<file path="config.mk">
export PLATFORM = sky130hd
export DESIGN_NAME = csr_arbiter
export DESIGN_NICKNAME = d
export VERILOG_FILES = /design/src/rtl/decoder_pkg.sv /design/src/rtl/csr_arbiter.sv
export SDC_FILE = /design/constraint.sdc
export NUM_CORES = 1
export LEC_CHECK = 0
export CAP_MARGIN = 15
export CORE_UTILIZATION = 42
export DETAILED_ROUTE_END_ITERATION = 8
export PLACE_DENSITY = 0.91
export SYNTH_ARGS = -nofsm -noshare
export SYNTH_HDL_FRONTEND = slang
export SYNTH_SLANG_ARGS = --single-unit
</file>
<file path="constraint.sdc">
create_clock -name clk -period 4.5 [get_ports clk]
set_clock_uncertainty 0.2 [all_clocks]
set_input_delay 0.675 -clock clk [delete_from_list [all_inputs] [get_ports clk]]
set_output_delay 0.675 -clock clk [all_outputs]
set_load 0.02 [all_outputs]
</file>
<file path="src/rtl/decoder_pkg.sv">
// Shared decoder/CSR types, plus the CSR port arbiter's state and request types.
package decoder_pkg;

    typedef logic [11:0] CsrAddrT;
    typedef logic [31:0] word;
    typedef logic [4:0]  r;

    typedef enum logic [2:0] {
        ECALL  = 3'd0,
        CSRRW  = 3'd1,
        CSRRS  = 3'd2,
        CSRRC  = 3'd3,
        EBREAK = 3'd4,
        CSRRWI = 3'd5,
        CSRRSI = 3'd6,
        CSRRCI = 3'd7
    } csr_op_t;

    typedef enum logic [1:0] {
        IDLE,
        PEND,
        RSP
    } arb_state_t;

    typedef struct packed {
        CsrAddrT addr;
        csr_op_t op;
        word     data;
    } ext_req_t;

    // Anything that is not a real CSR access becomes a side-effect-free read.
    function automatic ext_req_t sanitize_req(CsrAddrT addr, csr_op_t op, word data);
        ext_req_t req;
        req.addr = addr;
        case (op)
            CSRRW, CSRRS, CSRRC, CSRRWI, CSRRSI, CSRRCI: begin
                req.op   = op;
                req.data = data;
            end
            default: begin
                req.op   = CSRRS;
                req.data = '0;
            end
        endcase
        return req;
    endfunction

endpackage

</file>
<file path="src/rtl/csr_arbiter.sv">
// Shares the CSR file port between the core (priority) and an external requester.
// Optional starvation guard: define CSR_ARB_STARVE_EN.
module csr_arbiter
    import decoder_pkg::*;
#(
    parameter int unsigned StarveLimit = 8,
    parameter int unsigned CntWidth    = $clog2(StarveLimit + 1)
) (
    input  logic    clk,
    input  logic    reset,
    input  logic    core_csr_enable,
    input  CsrAddrT core_csr_addr,
    input  csr_op_t core_csr_op,
    input  word     core_rs1_data,
    input  r        core_rs1_zimm,
    output logic    core_stall,
    input  logic    ext_req_valid,
    output logic    ext_req_ready,
    input  CsrAddrT ext_req_addr,
    input  csr_op_t ext_req_op,
    input  word     ext_req_data,
    output logic    ext_rsp_valid,
    output word     ext_rsp_data,
    input  logic    ext_rsp_ready,
    output logic    csr_enable,
    output CsrAddrT csr_addr,
    output csr_op_t csr_op,
    output word     csr_rs1_data,
    output r        csr_rs1_zimm,
    input  word     csr_out,
    output logic    ext_grant
);

    arb_state_t state_q, state_d;
    ext_req_t   req_q;
    word        rsp_data_q;
    logic       issue;
    logic       forced;

`ifdef CSR_ARB_STARVE_EN
    logic [CntWidth-1:0] starve_q;

    assign forced = (state_q == PEND) && (starve_q == CntWidth'(StarveLimit));

    always_ff @(posedge clk or negedge reset) begin
        if (!reset) begin
            starve_q <= '0;
        end else if (issue) begin
            starve_q <= '0;
        end else if (state_q == PEND && core_csr_enable
                     && starve_q != CntWidth'(StarveLimit)) begin
            starve_q <= starve_q + 1'b1;
        end
    end
`else
    assign forced = 1'b0;
`endif

    always_ff @(posedge clk or negedge reset) begin
        if (!reset) begin
            state_q    <= IDLE;
            req_q      <= '0;
            rsp_data_q <= '0;
        end else begin
            state_q <= state_d;
            if (state_q == IDLE && ext_req_valid) begin
                req_q <= sanitize_req(ext_req_addr, ext_req_op, ext_req_data);
            end
            if (issue) begin
                rsp_data_q <= csr_out;
            end
        end
    end

    always_comb begin
        state_d = state_q;
        issue   = 1'b0;
        case (state_q)
            IDLE: begin
                if (ext_req_valid) begin
                    state_d = PEND;
                end
            end
            PEND: begin
                if (!core_csr_enable || forced) begin
                    issue   = 1'b1;
                    state_d = RSP;
                end
            end
            RSP: begin
                if (ext_rsp_ready) begin
                    state_d = IDLE;
                end
            end
            default: state_d = IDLE;
        endcase
    end

    // The read value is taken in the same cycle the write commits, so it is the pre-write value.
    always_comb begin
        ext_req_ready = (state_q == IDLE);
        ext_rsp_valid = (state_q == RSP);
        ext_rsp_data  = rsp_data_q;
        ext_grant     = issue;
        core_stall    = issue && core_csr_enable;
        if (issue) begin
            csr_enable   = reset;
            csr_addr     = req_q.addr;
            csr_op       = req_q.op;
            csr_rs1_data = req_q.data;
            csr_rs1_zimm = req_q.data[4:0];
        end else begin
            csr_enable   = reset && core_csr_enable;
            csr_addr     = core_csr_addr;
            csr_op       = core_csr_op;
            csr_rs1_data = core_rs1_data;
            csr_rs1_zimm = core_rs1_zimm;
        end
    end

endmodule

</file>
==> flow_metrics.env, run 1 <==
export IMPL_grt_max_degree=87
export IMPL_worst_endpoint_required_ps=3620
export IMPL_seq_area_frac_synth_pct=51.1
export IMPL_hpwl_mm=7.84
export IMPL_avgSynthCellArea_um2=12.7
export IMPL_cts_buffers=9
export IMPL_drt_wl_total_mm=10.8
export IMPL_post_cts_buffers=0
export IMPL_hold_viol=0
export IMPL_ctsResizeCount=0
export IMPL_synth_mux_area_share_pct=36.4
export IMPL_post_drt_wl_per_cell_um=16.7
export IMPL_status="finished clean"
export IMPL_drc_errors=0
export IMPL_design_die_area_um2=9830
export IMPL_min_path_type="reg2reg"
export IMPL_netlist_cell_type_count=18
export IMPL_clkTransAtPathRegs_ps=80
export IMPL_antennaDiodeCount=0
export IMPL_maxCapViolations=0
export IMPL_p_total_uw=3480
export IMPL_syn_nets=447
export IMPL_syn_inst=311
export IMPL_vias=3193
export IMPL_htree_levels=3
export IMPL_setup_viol_count_final=0
export IMPL_setup_slack_ps=833
export IMPL_crit_type="in2out"
export IMPL_synth_top_family_by_area="multiplexers"
export IMPL_cts_hold_buf=1
export IMPL_numPortBuffers=223
export IMPL_maxSlewViolCount=0
export IMPL_ant_nets=0
export IMPL_cp_arrival_ps=2790
export IMPL_gp_congestion=0.724
export IMPL_cp_end_kind="output port"
export IMPL_finalCriticalPeriod_ps=3670
export IMPL_ys_seq_elements=81
export IMPL_antenna_found_initial=0
export IMPL_max_freq_mhz=273
export IMPL_clock_path_buffers=2
export IMPL_mostFrequentLayoutCells="clkdlybuf4s50_1, dfrtp_1, mux2_2, mux2_1"
export IMPL_cp_max_fo=86
export IMPL_nNetsFinal=666
export IMPL_final_setup_tns_ps=0
export IMPL_clock_sinks=81
export IMPL_layout_commonest_cell="clkdlybuf4s50_1"
export IMPL_p_per_area_nw_per_um2=534
export IMPL_synth_xor_area_share_pct=0
export IMPL_tritoncts="built"
export IMPL_grt_use_total_pct=21.8
export IMPL_grt_pass1_vias=3334
export IMPL_dp_slack_ps=836
export IMPL_vdd_ir_drop_max_v=0.000375
export IMPL_fin_crit_sh_pct=81.5
export IMPL_p_leak_uw=0.00271
export IMPL_first_pass_iters=4
export IMPL_max_slew_margin_pct=26.9
export IMPL_synthAdderAreaFrac_pct=0
export IMPL_ys_warn_count=0
export IMPL_start_util_pct=43.1
export IMPL_tightest_slew_ps=1090
export IMPL_grt_overflow_total=0
export IMPL_die_y_um=99.1
export IMPL_utilization_pct=70.9
export IMPL_drive_gt1_share_pct=15.0
export IMPL_rsz0062_at_grt="false"
export IMPL_synth_top_area_cell="dfrtp_1"
export IMPL_syn_area_um2=3960
export IMPL_yosys_top_cells_area="dfrtp_1, mux2_2, mux2_1"
export IMPL_core_um2=9200
export IMPL_drt_iter0_drc=60
export IMPL_synth_top_area_share_pct=51.1
export IMPL_cts_root_buf="clkbuf_8"
export IMPL_startpoint_type="input pin"
export IMPL_grt_pass1_wl_mm=16.6
export IMPL_clk_insertion_delay_late_ps=320
export IMPL_die_w_um=99.1
export IMPL_synth_compound_area_share_pct=4.55
export IMPL_areaGrowthSynthToFinish_pct=64.6
export IMPL_yosys_area_share_simple_pct=1.17
export IMPL_io_pins=225
export IMPL_via_per_inst=4.94
export IMPL_rows=35
-- Yosys cell counts --
library cell / count
conb_1: 1
o21a_1: 1
buf_6: 4
mux2i_1: 34
buf_2: 6
o21ai_0: 33
nor3b_1: 1
nor3b_2: 1
dfrtp_1: 81
buf_4: 5
nand2b_1: 1
nor2b_1: 2
nor2_1: 2
inv_1: 34
a21o_1: 1
mux2_2: 58
clkbuf_1: 6
mux2_1: 40
-- critical path: stages --
cell and delay (ps):
clkdlybuf4s50_1 490, nor3b_4 240, buf_12 400, mux2_1 390, clkdlybuf4s50_1 550
-- sequential cells by signal, summed over array words and instances (netlist names) --
| name | cells |
|---|---|
| req_q | 47 |
| ext_rsp_data | 32 |
| state_q | 2 |
-- final timing paths --
path | start | end | slack, ps | depth (start not counted)
worst min register to register | ext_rsp_data[6] | ext_rsp_data[6] | 310 | 1
worst max register to register | state_q[0] | req_q[32] | 2620 | 3
max in group asynchronous | reset | req_q[28] | 2430 | 3
min in group asynchronous | reset | req_q[2] | 500 | 2
worst max-delay path | core_csr_enable | csr_rs1_data[8] | 830 | 5
worst min-delay path | ext_rsp_data[6] | ext_rsp_data[6] | 310 | 1
-- report_power, final --
| group | internal [uW] | leakage (uW) | total (uW) | switching [uW] |
|---|---|---|---|---|
| Combinational | 870 | 0.00163 | 1580 | 714 |
| Sequential | 1070 | 0.000968 | 1270 | 198 |
| Clock | 370 | 0.000118 | 629 | 259 |
| Total | 2310 | 0.00271 | 3480 | 1170 |
-- layer usage --
| layer | wire length (um) | track usage (%) | share of wire (%) | vias to the layer above |
|---|---|---|---|---|
| met5 | 0 | 0 | 0 | - |
| met1 | 4300 | 25.8 | 40 | 1543 |
| li1 | - | - | - | 1495 |
| met4 | 159 | 6.11 | 1.5 | 0 |
| met3 | 728 | 4.99 | 6.7 | 13 |
| met2 | 5610 | 39.7 | 52 | 142 |
-- stage by stage --
| stage | hold WS [ps] | std cells | area, um2 |
|---|---|---|---|
| floorplan | 179 | 311 | 3960 |
| global placement | 289 | 628 | 6250 |
| detailed placement | 291 | 628 | 6250 |
| CTS | 309 | 645 | 6500 |
| global route | 322 | 646 | 6520 |
| finish | 306 | 646 | 6520 |
-- cell families (layout without fill, tap and decap cells) --
logic type	Yosys count	in the layout
compound gates	35	35
buf+inv	55	279
simple gates	7	7
flops	81	81
mux	132	132
other cells	1	1
-- area by class of cell --
| cell class | count | area [um2] |
|---|---|---|
| Tap cell | 111 | 139 |
| Sequential cell | 81 | 2030 |
| Inverter | 34 | 128 |
| Timing Repair Buffer | 229 | 2310 |
| Fill cell | 647 | 2670 |
| Multi-Input combinational cell | 175 | 1690 |
| Clock buffer | 11 | 131 |
| Clock inverter | 5 | 104 |
No activity file was read; power rests on OpenSTA's default activity.
==> run 2: changes to the inputs <==
--- a/config.mk
+++ b/config.mk
@@ -6,9 +6,9 @@
 export NUM_CORES = 1
 export LEC_CHECK = 0
 export CAP_MARGIN = 15
-export CORE_UTILIZATION = 42
+export CORE_UTILIZATION = 39
 export DETAILED_ROUTE_END_ITERATION = 8
-export PLACE_DENSITY = 0.91
+export PLACE_DENSITY = 0.86
 export SYNTH_ARGS = -nofsm -noshare
 export SYNTH_HDL_FRONTEND = slang
 export SYNTH_SLANG_ARGS = --single-unit
==> constraint.sdc (replaced) <==
create_clock -name clk -period 3.7 [get_ports clk]
set_clock_uncertainty 0.2 [all_clocks]
set_input_delay 0.555 -clock clk [delete_from_list [all_inputs] [get_ports clk]]
set_output_delay 0.555 -clock clk [all_outputs]
set_load 0.02 [all_outputs]
==> flow_metrics.env, run 2 (synthesis gave the netlist of run 1 again) <==
export IMPL_status="finished clean"
export IMPL_worst_endpoint_required_ps=2940
export IMPL_ant_nets=0
export IMPL_rows=36
export IMPL_placed_area_um2=6360
export IMPL_grt_use_total_pct=21.1
export IMPL_grt_max_degree=49
export IMPL_regArea_um2=2030
export IMPL_nNetsFinal=672
export IMPL_clkTransAtPathRegs_ps=80
export IMPL_cp_arrival_ps=2710
export IMPL_p_per_area_nw_per_um2=632
export IMPL_cp_max_fo=21
export IMPL_max_slew_margin_pct=24.2
export IMPL_path_common_cell="clkdlybuf4s50_1"
export IMPL_layout_commonest_cell="clkdlybuf4s50_1"
export IMPL_htree_levels=3
export IMPL_rsz0062_at_grt="false"
export IMPL_critPathMaxStageDelay_ps=570
export IMPL_drc_errors=0
export IMPL_grt_overflow_total=0
export IMPL_cts_hold_buf=0
export IMPL_hold_slack_ps=73.6
export IMPL_drt_iter0_drc=27
export IMPL_mostFrequentLayoutCells="clkdlybuf4s50_1, dfrtp_1, mux2_2, mux2_1"
export IMPL_via_per_inst=4.83
export IMPL_first_pass_iters=4
export IMPL_vias=3253
export IMPL_dp_cells=658
export IMPL_design_die_area_um2=10600
export IMPL_clock_sinks=81
export IMPL_ctsResizeCount=0
export IMPL_gp_congestion=0.725
export IMPL_cp_end_kind="output port"
export IMPL_hpwl_mm=8.41
export IMPL_post_cts_buffers=0
export IMPL_design_area_um2=6560
export IMPL_numPortBuffers=223
export IMPL_startpoint_type="input pin"
export IMPL_drive_gt1_share_pct=16.5
export IMPL_die_w_um=103
export IMPL_maxSlewViolCount=0
export IMPL_clock_path_buffers=2
export IMPL_core_um2=9820
export IMPL_antenna_found_initial=0
export IMPL_grt_pass1_wl_mm=16.6
export IMPL_crit_type="in2out"
export IMPL_critPathTopFamily="buffers and inverters"
export IMPL_fin_crit_sh_pct=93.6
export IMPL_grt_pass1_vias=3369
export IMPL_fillers=781
export IMPL_antennaDiodeCount=0
export IMPL_cts_root_buf="clkbuf_8"
export IMPL_clk_insertion_delay_late_ps=350
export IMPL_setup_viol_count_final=0
export IMPL_cts_buffers=9
export IMPL_vdd_ir_drop_max_v=0.000414
export IMPL_p_leak_uw=0.00272
export IMPL_largest_reg_flops=47
export IMPL_max_freq_mhz=289
export IMPL_crit_buf_inv=3
export IMPL_hold_viol=0
export IMPL_layout_cells_non_filler=674
export IMPL_die_y_um=103
export IMPL_min_path_type="in2async"
export IMPL_crit_chain="clkdlybuf4s50_1 > nor3b_4 > buf_12 > mux2_1 > clkdlybuf4s50_1"
export IMPL_maxCapViolations=0
export IMPL_multi_input_area_um2=1690
export IMPL_post_drt_wl_per_cell_um=16.6
export IMPL_regMostFlops="req_q"
export IMPL_areaGrowthSynthToFinish_pct=65.5
export IMPL_tritoncts="built"
export IMPL_finalCriticalPeriod_ps=3460
export IMPL_start_util_pct=40.4
export IMPL_critPathSlowestCell="clkdlybuf4s50_1"
export IMPL_tightest_slew_ps=1130
export IMPL_drt_wl_total_mm=11.2
export IMPL_io_pins=225
export IMPL_final_setup_tns_ps=0
[run 2: changes by cell type in the layout (fill, tap and decap cells not counted), sizes merged]
cell         change
clkinv           +1
bufinv           -2
clkbuf           -2
buf              +7
dlygate4sd3      -1
clkinvlp         +3
[run 2: path summary, 6_finish.rpt]
path	startpoint	endpoint	slack [ps]	cells after the start
min in group clk	req_q[42]	req_q[42]	310	1
max	core_csr_enable	csr_rs1_data[29]	240	5
max in group asynchronous	reset	ext_rsp_data[2]	2250	3
min	reset	state_q[1]	70	2
min reg2reg	req_q[42]	req_q[42]	310	1
max reg2reg	state_q[0]	ext_rsp_data[13]	1600	4
[run 2: area by class of cell]
cell class,instances,share of cell area [%]
clock buffer,9,1.89
clock inverter,7,1.09
inverter,34,1.95
multi-input combinational,175,25.7
sequential,81,30.9
tap,133,2.54
timing repair buffer,235,35.9
[run 2: through the flow]
stage / total power [uW] / worst slack [ps] / util (%)
2_1_floorplan: 2560 / 1390 / -
3_3_place_gp: 3470 / 290 / 64.8
3_5_place_dp: 3550 / 251 / 64.8
4_1_cts: 4200 / 237 / 66.8
5_1_grt: 4390 / 133 / 66.8
6_report: 4140 / 238 / 66.8
[run 2: metal layers]
metal	global-route usage, %	part of all wire, %	up-vias
met5	0	0	-
met4	11.2	3.4	0
met3	6.92	10	31
met2	35.6	48	156
met1	23.7	39	1547
li1	-	-	1519
[run 2: report_power, final]
part | total, uW | internal (uW) | leakage (uW) | switching (uW)
clock | 637 | 310 | 0.0000912 | 327
combinational | 1960 | 1080 | 0.00166 | 875
sequential | 1550 | 1300 | 0.000968 | 247
total | 4140 | 2690 | 0.00272 | 1450
